$ cat src/rtl/pipe_ctrl.sv
// Control decode and hazard sequencer for the 5-stage RV64 pipeline.
// Optional performance counters are enabled by defining PIPE_CTRL_PERF_EN.
module pipe_ctrl #(
  parameter int MAX_WAIT = 16,
  parameter int CNT_W    = 32
) (
  input  logic             clk,
  input  logic             rst_n,
  input  logic [31:0]      instr_d,
  input  logic             valid_d,
  input  logic             branch_taken_e,
  input  logic             mem_req_m,
  input  logic             mem_ready,
  output logic [1:0]       imm_src_d,
  output logic             reg_write_d,
  output logic             mem_read_d,
  output logic             mem_write_d,
  output logic             branch_d,
  output logic             alu_src_d,
  output logic             illegal_d,
  output logic             stall_f,
  output logic             stall_d,
  output logic             stall_em,
  output logic             flush_d,
  output logic             flush_e,
  output logic             mem_timeout,
  output logic [CNT_W-1:0] stall_cnt,
  output logic [CNT_W-1:0] flush_cnt
);

  localparam int WCNT_W = $clog2(MAX_WAIT + 1);
  localparam logic [WCNT_W-1:0] WCNT_MAX = WCNT_W'(MAX_WAIT);

  localparam logic [6:0] OP_LOAD   = 7'b0000011;
  localparam logic [6:0] OP_ALUI   = 7'b0010011;
  localparam logic [6:0] OP_STORE  = 7'b0100011;
  localparam logic [6:0] OP_BRANCH = 7'b1100011;
  localparam logic [6:0] OP_RTYPE  = 7'b0110011;

  typedef enum logic {
    S_RUN,
    S_MEM_WAIT
  } state_t;

  state_t              r_state;
  state_t              w_state_next;
  logic [WCNT_W-1:0]   r_wcnt;
  logic [WCNT_W-1:0]   w_wcnt_next;
  logic [4:0]          r_rd_e;
  logic                r_memread_e;

  logic [6:0]          w_opcode;
  logic [4:0]          w_rs1;
  logic [4:0]          w_rs2;
  logic                w_legal;
  logic                w_use_rs2;
  logic                w_freeze;
  logic                w_load_use;
  logic                w_unused;

  assign w_opcode = instr_d[6:0];
  assign w_rs1    = instr_d[19:15];
  assign w_rs2    = instr_d[24:20];
  assign w_unused = ^{instr_d[31:25], instr_d[14:12]};

  always_comb begin
    imm_src_d   = 2'b00;
    reg_write_d = 1'b0;
    mem_read_d  = 1'b0;
    mem_write_d = 1'b0;
    branch_d    = 1'b0;
    alu_src_d   = 1'b0;
    illegal_d   = 1'b0;
    w_legal     = 1'b0;
    w_use_rs2   = 1'b0;
    if (valid_d) begin
      w_legal = 1'b1;
      case (w_opcode)
        OP_LOAD: begin
          reg_write_d = 1'b1;
          mem_read_d  = 1'b1;
          alu_src_d   = 1'b1;
        end
        OP_ALUI: begin
          reg_write_d = 1'b1;
          alu_src_d   = 1'b1;
        end
        OP_STORE: begin
          imm_src_d   = 2'b01;
          mem_write_d = 1'b1;
          alu_src_d   = 1'b1;
          w_use_rs2   = 1'b1;
        end
        OP_BRANCH: begin
          imm_src_d   = 2'b10;
          branch_d    = 1'b1;
          w_use_rs2   = 1'b1;
        end
        OP_RTYPE: begin
          reg_write_d = 1'b1;
          w_use_rs2   = 1'b1;
        end
        default: begin
          illegal_d = 1'b1;
          w_legal   = 1'b0;
        end
      endcase
    end
  end

  // rd_e==0 never hazards: x0 is hardwired and needs no forwarding.
  assign w_load_use = r_memread_e && (r_rd_e != 5'd0) && w_legal &&
                      ((r_rd_e == w_rs1) || (w_use_rs2 && (r_rd_e == w_rs2)));
  assign w_freeze   = (r_state == S_MEM_WAIT) || (mem_req_m && !mem_ready);

  always_comb begin
    w_state_next = r_state;
    w_wcnt_next  = r_wcnt;
    mem_timeout  = 1'b0;
    stall_f      = 1'b0;
    stall_d      = 1'b0;
    stall_em     = 1'b0;
    flush_d      = 1'b0;
    flush_e      = 1'b0;
    case (r_state)
      S_RUN: begin
        if (mem_req_m && !mem_ready) begin
          w_state_next = S_MEM_WAIT;
          w_wcnt_next  = WCNT_W'(1);
        end
      end
      S_MEM_WAIT: begin
        if (mem_ready) begin
          w_state_next = S_RUN;
          w_wcnt_next  = '0;
        end else if (r_wcnt == WCNT_MAX) begin
          w_state_next = S_RUN;
          w_wcnt_next  = '0;
          mem_timeout  = 1'b1;
        end else begin
          w_wcnt_next  = r_wcnt + WCNT_W'(1);
        end
      end
      default: w_state_next = S_RUN;
    endcase
    // A busy memory freezes everything, so branch and load-use wait their turn.
    if (w_freeze) begin
      stall_f  = 1'b1;
      stall_d  = 1'b1;
      stall_em = 1'b1;
    end else if (branch_taken_e) begin
      flush_d  = 1'b1;
      flush_e  = 1'b1;
    end else if (w_load_use) begin
      stall_f  = 1'b1;
      stall_d  = 1'b1;
      flush_e  = 1'b1;
    end
  end

  always_ff @(posedge clk or negedge rst_n) begin
    if (!rst_n) begin
      r_state <= S_RUN;
      r_wcnt  <= '0;
    end else begin
      r_state <= w_state_next;
      r_wcnt  <= w_wcnt_next;
    end
  end

  always_ff @(posedge clk or negedge rst_n) begin
    if (!rst_n) begin
      r_rd_e      <= 5'd0;
      r_memread_e <= 1'b0;
    end else if (!stall_em) begin
      if (flush_e) begin
        r_rd_e      <= 5'd0;
        r_memread_e <= 1'b0;
      end else begin
        r_rd_e      <= instr_d[11:7];
        r_memread_e <= mem_read_d;
      end
    end
  end

`ifdef PIPE_CTRL_PERF_EN
  logic [CNT_W-1:0] r_stall_cnt;
  logic [CNT_W-1:0] r_flush_cnt;

  always_ff @(posedge clk or negedge rst_n) begin
    if (!rst_n) begin
      r_stall_cnt <= '0;
      r_flush_cnt <= '0;
    end else begin
      if (stall_f) r_stall_cnt <= r_stall_cnt + CNT_W'(1);
      if (flush_e) r_flush_cnt <= r_flush_cnt + CNT_W'(1);
    end
  end

  assign stall_cnt = r_stall_cnt;
  assign flush_cnt = r_flush_cnt;
`else
  assign stall_cnt = '0;
  assign flush_cnt = '0;
`endif

endmodule

$ cat config.mk
export PLATFORM = sky130hd
export DESIGN_NAME = pipe_ctrl
export DESIGN_NICKNAME = d
export VERILOG_FILES = /design/src/rtl/pipe_ctrl.sv
export SDC_FILE = /design/constraint.sdc
export NUM_CORES = 1
export LEC_CHECK = 0
export ABC_AREA = 1
export CAP_MARGIN = 15
export CORE_MARGIN = 2
export CORE_UTILIZATION = 34
export DETAILED_ROUTE_END_ITERATION = 16
export GPL_ROUTABILITY_DRIVEN = 0
export GPL_TIMING_DRIVEN = 0
export PLACE_DENSITY = 0.82
export SLEW_MARGIN = 20
export SYNTH_ARGS = -nofsm -noshare
export SYNTH_HDL_FRONTEND = slang
export SYNTH_SLANG_ARGS = --single-unit
$ cat constraint.sdc
create_clock -name clk -period 1.87 [get_ports clk]
set_clock_uncertainty 0.1 [all_clocks]
set_input_delay 0.374 -clock clk [delete_from_list [all_inputs] [get_ports clk]]
set_output_delay 0.374 -clock clk [all_outputs]
set_load 0.02 [all_outputs]
-- Yosys cells after proc, flatten, opt, wreduce, memory -nomap -nowiden
Index checks and enable logic that the tools add are counted.
- add/sub/neg operators: 1
- equal/unequal tests: 9
- multiplexer cells: 39
- bitwise logic cells: 1
- reduce and logical (&&, ||, !) cells: 13
- operator list (kind ; number):
    two-way mux 1 bit ; 31
    two-way mux 5 bit ; 4
    == test 7 x 6 -> 1 bit, second input constant ; 2
    == test 5 bit ; 2
    one-hot mux 5 bit (2 select lines) ; 1
    OR reduction 3 bit ; 3
    == test 7 x 2 -> 1 bit, second input constant ; 1
    == test 7 x 5 -> 1 bit, second input constant ; 1
    == test 7 bit, second input constant ; 1
    adder 5 x 1 -> 5 bit, second input constant ; 1
    == test 5 bit, second input constant ; 1
    logical AND 1 bit ; 5
    nonzero test 5 bit ; 1
    OR reduction 5 bit ; 1
    one-hot mux 2 bit (2 select lines) ; 1
    logical OR 1 bit ; 2
    two-way mux 2 bit ; 1
    != test 2 bit, second input constant ; 1
    one-hot mux 1 bit (2 select lines) ; 1
    logical NOT 1 bit ; 1
    NOT 1 bit ; 1
- register bits after elaboration: 12
- bits of input ports: 38
- output and inout bits: 78

-- Depth between registers and ports, before layout
Gate-level depths: netlist (run 1).
- word-level depth: 11
- depth in mapped cells: 11

-- Worst setup path after synthesis (run 1)
No wires, ideal clock.
- kind: input-to-output
- start: in instr_d[2]
- end: out stall_f
- data arrival time: 1.266 ns
- required time: 1.396 ns
- path slack: 0.130 ns
- cell stages on the path: 10
- path buffers: 1
- cells stage by stage: inv_1 > nand2_2 > nor2_4 > nand2_1 > nor2_1 > nand2_1 > nand2_2 > nand3_1 > nand2_1 > buf_4
- word-level cells in the longest chain between the ends: 10
- elaborated cells between the ends (all ways): 18
- classes of those cells: eq/ne: 5; mux: 7; reduce/logical: 6
- ends and longest elaborated chain (item ; line ; text):
    from (decl) ; 9 ; input logic [31:0] instr_d,
    == test 7 x 6 -> 1 bit or == test 7 bit (tied branches) ; 78 ; case (w_opcode)
    OR reduction 3 bit (no source line) ; -- ;
    two-way mux 1 bit ; 78 ;
    two-way mux 1 bit ; 76 ; if (valid_d) begin
    logical AND 1 bit ; 113 ; ((r_rd_e == w_rs1) || (w_use_rs2 && (r_rd_e == w_rs2)));
    logical OR 1 bit ; 113 ;
    logical AND 1 bit * ; 112 ; assign w_load_use = r_memread_e && (r_rd_e != 5'd0) && w_legal &&
    two-way mux 1 bit * (3 in a row) ; -- ;
    to (decl) ; 21 ; output logic stall_f,
Mark *: on every way between the ends. The rest lies on a longest branch, timed or not.

-- Worst setup path in the final report (run 1)
- start: reg r_rd_e[3]
- end: out stall_f
- word-level cells in the longest chain between the ends: 7
- elaborated cells between the ends (all ways): 11
- classes of those cells: eq/ne: 2; mux: 3; reduce/logical: 6
- ends and longest elaborated chain (item ; line ; text):
    from (decl) ; 49 ; logic [4:0] r_rd_e;
    from (signal assigned) ; 180 ; r_rd_e <= instr_d[11:7];
    == test 5 bit or nonzero test 5 bit (tied branches) ; 113, 112 ;
    logical AND 1 bit (on tied branches) ; 113, 112 ;
    logical OR 1 bit or logical AND 1 bit (tied branches) ; 113, 112 ;
    logical AND 1 bit * ; 112 ;
    two-way mux 1 bit * ; 154 ; end else if (w_load_use) begin
    two-way mux 1 bit * ; 151 ; end else if (branch_taken_e) begin
    two-way mux 1 bit * ; 147 ; if (w_freeze) begin
Marked as above.

==> results of run 1 <==
==> layout make-up <==
cell class / instances / area (µm²)
inverter: 31 / 121.4
fill: 405 / 1800
sequential: 12 / 300.3
timing repair buffer: 50 / 401.6
tap: 50 / 62.56
buffer: 67 / 510.5
clock buffer: 3 / 41.29
multi-input combinational: 168 / 848.3
==> cells in the mapped netlist, types with 3 or more instances <==
library cell / number / area (µm²)
a21oi_1: 4 / 20.02
buf_4: 66 / 495.5
dfrtp_1: 12 / 300.3
inv_1: 25 / 93.84
inv_2: 5 / 18.77
nand2_1: 41 / 153.9
nand2_2: 3 / 18.77
nand3_1: 7 / 35.03
nor2_1: 12 / 45.04
nor2_2: 7 / 43.79
nor3_1: 4 / 20.02
o21ai_0: 10 / 50.05
xor2_1: 3 / 26.28
==> where the power goes <==
| group | switching, mW | internal (mW) |
|---|---|---|
| Combinational | 0.332 | 0.268 |
| Sequential | 0.0331 | 0.290 |
| Clock | 0.0967 | 0.142 |
==> state kept, by name, summed over array words and instances (netlist names) <==
signal and count:
r_rd_e 5, r_memread_e 1, r_wcnt 5, r_state 1
==> cells by family (layout without fill, tap and decap cells) <==
group,count (synthesis),after routing,share of synthesized area (%)
XOR/XNOR,5,5,2.972
AND/OR/NAND/NOR,81,81,26.23
multiplexers,1,1,0.6791
flip-flops,12,12,20.37
buffers and inverters,98,151,42.45
AO/OA/AOI/OAI,15,15,5.348
adder cells (fa/ha/maj),2,2,1.698
other,1,64,0.2544
==> metal layers <==
layer  GRT usage [%]  vias up
met5               0        -
li1                -      753
met4           4.915        0
met2           24.13       73
met3           3.052        7
met1           14.99      581
==> worst max path at each step <==
stage / startpoint / endpoint / slack, ps
6_report: r_rd_e[3] / stall_f / -190
5_1_grt: r_rd_e[3] / stall_f / -290
4_1_cts: r_rd_e[3] / stall_f / -190
3_5_place_dp: instr_d[5] / stall_f / -880
3_3_place_gp: instr_d[5] / stall_f / -890
2_1_floorplan: instr_d[2] / stall_f / 130
==> repair_timing <==
action	in CTS	in global routing
setup endpoints to repair	14	13
hold endpoints to repair	0	0
resized for setup	79	24
pin swaps	19	12
setup buffers	7	2
==> stage by stage <==
step / util (%) / setup WS, ps / power, mW
2_1_floorplan: - / 130.0 / 0.7212
3_3_place_gp: 53.43 / -889.9 / 0.8471
3_5_place_dp: 53.43 / -880.4 / 0.8567
4_1_cts: 55.73 / -188.5 / 1.119
5_1_grt: 55.94 / -287.5 / 1.233
6_report: 55.94 / -185.6 / 1.161
==> impl_metrics.tcl, run 1 <==
set metrics [dict create \
    crit_fanout 4 \
    place_inst 369 \
    cp_slowest_cell "dfrtp_1" \
    async_flop_share_pct 100.0 \
    r2r_start "r_rd_e[3]" \
    violations "negative setup slack" \
    grt_first_pass_wirelength_um 5326 \
    startpoint_type "flop" \
    ys_ff_latch 12 \
    cts_htree_levels 1 \
    max_freq_mhz 486.5 \
    avgSynthCellArea_um2 6.855 \
    synth-edff-count 0 \
    cts.path.max_buffers 2 \
    reg2reg_depth 11 \
    ys_seq_area_share_pct 20.37 \
    wl_met1_um 1341 \
    clkSinkCount 12 \
    diodes 0 \
    ys.flop_type "dfrtp_1" \
    reg2reg_setup_slack_ps 290 \
    rows 23 \
    drc 0 \
    placed_area_um2 2183 \
    cp_num_buf_inv 4 \
    die_y_um 69.84 \
    hold_class "input port to asynchronous set/reset pin" \
    grt_max_degree 13 \
    cp.required_ps 1400 \
    status "complete, but fails checks" \
    p_leak_nw 1.373 \
    synthCells 215 \
    wl_per_cell_um 9.339 \
    hold_viol_final 0 \
    gr-usage-all-layers_pct 13.29 \
    cts_root_buf "clkbuf_8" \
    synth_cell_types 25 \
    wl_met2_um 1809 \
    dp_hpwl_um 2755 \
    relSlewSlack_pct 62.98 \
    vias 1414 \
    port-buffer-count 41 \
    viasPerCell 3.711 \
    final_common_cell "buf_4" \
    dr_wl_met3_um 350 \
    overflow 0 \
    initial_core_util_pct 36.07 \
    worst-path-stages 11 \
    period_needed_ps 2056 \
    highest_layer "met4" \
    core_um2 4086 \
    insertion_delay_ps 240 \
    area_delta_synth_final_pct 55.09 \
    crit_family "simple AND/OR/NAND/NOR gates" \
    worstReg2RegEnd "r_memread_e" \
    tightest_slew_ps 553.5 \
    drtIter0Drc 32 \
    cts_hold_buf 0 \
    arrival_ps 1580 \
    cts_buffers 3 \
    post-route-period-util_pct 109.9 \
    layout-drive-gt1-share_pct 40.18 \
    tns_ps -477.5 \
    final_cells 381 \
    num_io_pins 116 \
    fin_hold_ws_ps 389.4 \
    crit_chain "inv_2 > buf_6 > nand2_2 > nand2_2 > nor2_2 > nand3_2 > nand2_2 > nand3_2 > nand2_2 > buf_6 > buf_6" \
    clk_pin_slew_worst_paths_ps 50 \
    drv_cap 0 \
    final_cell_mix "buf_4, conb_1, nand2_1, inv_1, dlygate4sd2_1" \
    setup_viol 4 \
    critPathMostFrequentCell "nand2_2" \
    die_area_um2 4878 \
    end_kind "primary output" \
    powerDensity_nw_per_um2 508.0 \
    ys_warn_count 0 \
    ir_worst_vdd_mv 0.3908 \
    nets 373 \
    first_global_vias 1229 \
    rsz0062_at_grt "true" \
    slew_violations 0 \
    crit_path_max_incr_delay_ps 370 \
    drt-total-wl_um 3558 \
    final_area_um2 2286 \
    die_w_um 69.84 \
    ant_nets 0 \
    critical_path_class "flop to primary output" \
    setup_ws_ps -185.6 \
    drtPass1Iterations 5 \
    antenna_found_initial 0 \
    syn-cell-area_um2 1474 \
    tritoncts "yes" \
]
No activity file was read; power rests on OpenSTA's default activity.
==> run 2, diff against run 1 <==
- CAP_MARGIN: 15 -> default
- GPL_TIMING_DRIVEN: 0 -> default
==> run 2 against run 1 <==
Compared with the run above: the flow still finishes with violations (negative setup slack); global-route usage fell by 0.71 points; clock-buffer cell count did not move; design area fell by 11%; sequential share of layout area rose by 1.6 points; critical endpoint is now flush_e; highest routed layer unchanged.
==> impl_metrics.tcl, run 2 (same netlist as run 1, synthesis figures left out) <==
set metrics [dict create \
    clk_pin_slew_worst_paths_ps 60 \
    crit_family "simple AND/OR/NAND/NOR gates" \
    tns_ps -276.9 \
    post-route-period-util_pct 104.4 \
    drtIter0Drc 11 \
    drtPass1Iterations 4 \
    first_global_vias 1155 \
    violations "negative setup slack" \
    startpoint_type "flop" \
    insertion_delay_ps 240 \
    crit_path_max_incr_delay_ps 360 \
    overflow 0 \
    worstReg2RegEnd "r_memread_e" \
    vias 1361 \
    status "complete, but fails checks" \
    num_io_pins 116 \
    clkSinkCount 12 \
    r2r_start "r_rd_e[3]" \
    grt_first_pass_wirelength_um 5030 \
    critPathMostFrequentCell "nand2_2" \
    max_freq_mhz 512.1 \
    nets 335 \
    reg_top3 "r_rd_e x5, r_wcnt x5" \
    cp_num_buf_inv 3 \
    die_w_um 69.84 \
    drv_cap 0 \
    grt_max_degree 13 \
    hold_viol_final 0 \
    multiInputGateArea_um2 869.6 \
    final_cell_mix "conb_1, buf_4, nand2_1, inv_1, dlygate4sd2_1" \
    relSlewSlack_pct 60.01 \
    port-buffer-count 41 \
    wl_per_cell_um 10.10 \
    crit_fanout 4 \
    arrival_ps 1480 \
    viasPerCell 3.968 \
    period_needed_ps 1953 \
    cp_slowest_cell "dfrtp_1" \
    drc 0 \
    final_common_cell "conb_1" \
    gr-usage-all-layers_pct 12.58 \
    cts_htree_levels 1 \
    p_leak_nw 1.150 \
    crit_chain "inv_2 > buf_6 > nand2_2 > nand2_2 > nor2_2 > nand3_2 > nand2_2 > nand3_2 > nand2_4 > buf_6" \
    area_delta_synth_final_pct 38.20 \
    initial_core_util_pct 36.07 \
    reg2reg_depth 11 \
    core_um2 4086 \
    setup_viol 5 \
    ant_nets 0 \
    die_y_um 69.84 \
    n_fill_cell 424 \
    powerDensity_nw_per_um2 561.8 \
    slew_violations 0 \
    setup_ws_ps -82.60 \
    tightest_slew_ps 598.0 \
    reg2reg_setup_slack_ps 330 \
    ff_latch_area_um2 300.3 \
    cts.path.max_buffers 2 \
    ir_worst_vdd_mv 0.4967 \
    cp.required_ps 1400 \
    end_kind "primary output" \
    hold_class "input port to asynchronous set/reset pin" \
    die_area_um2 4878 \
    rows 23 \
    cts_buffers 3 \
    cts_root_buf "clkbuf_8" \
    drt-total-wl_um 3464 \
    fin_hold_ws_ps 408.0 \
    dp_hpwl_um 2603 \
    rsz0062_at_grt "true" \
    antenna_found_initial 0 \
    diodes 0 \
    tritoncts "yes" \
    critical_path_class "flop to primary output" \
    worst-path-stages 10 \
    layout-drive-gt1-share_pct 34.81 \
]
## run 2: worst register-to-register path: cells and delay by family (launching register included)
| kind | cells | cell delay (ps) |
|---|---|---|
| simple gates | 8 | 620 |
| flops | 1 | 360 |
| buf+inv | 3 | 350 |
## run 2: timing repair
action | 4_1_cts | 5_1_grt
setup endpoints to repair | 14 | 14
resized for setup | 93 | 25
pin swaps | 19 | 15
hold buffers | 0 | 0
setup buffers | 4 | 6
## run 2: area by class of cell
cell class,count,area share (%)
Timing Repair Buffer,79,31.63
Inverter,31,5.835
Sequential cell,12,14.74
Multi-Input combinational cell,168,42.69
Tap cell,50,3.071
Clock buffer,3,2.027
## run 2: worst max path at each step
stage	start	to	slack, ps
finish	r_rd_e[3]	flush_e	-80
global route	r_rd_e[3]	flush_e	-160
CTS	r_rd_e[3]	flush_e	-80
detailed placement	instr_d[1]	stall_f	-720
global placement	instr_d[1]	stall_f	-710
floorplan	instr_d[2]	stall_f	130
## run 2: report_power, final
| part | switching [mW] | total (mW) | internal, mW |
|---|---|---|---|
| sequential | 0.0290 | 0.319 | 0.290 |
| combinational | 0.338 | 0.581 | 0.242 |
| clock | 0.103 | 0.245 | 0.142 |
| total | 0.470 | 1.14 | 0.674 |
## run 2: through the flow
step	util [%]	total power [mW]	setup slack (ps)	instance area, µm²	instances
after floorplan	-	0.7212	130.0	1710	278
after global placement	46.17	0.8168	-713.0	1887	330
after detailed placement	46.17	0.8256	-721.2	1887	330
after CTS	47.28	1.060	-81.93	1932	337
after global routing	49.85	1.208	-163.3	2037	343
final	49.85	1.144	-82.60	2037	343
## run 2: metal layers
metal / track usage (%) / share of wire [%] / vias up
li1: - / - / 680
met1: 15.19 / 39 / 609
met2: 22.43 / 52 / 68
met3: 3.198 / 8.1 / 4
met4: 2.564 / 0.64 / 0
met5: 0 / 0 / -
==> run 3, diff against run 2 <==
- HOLD_SLACK_MARGIN: default -> 0.06
- SLEW_MARGIN: 20 -> 0
==> results of run 3 <==
The final DEF is identical to that of run 2; final timing and power are the same.
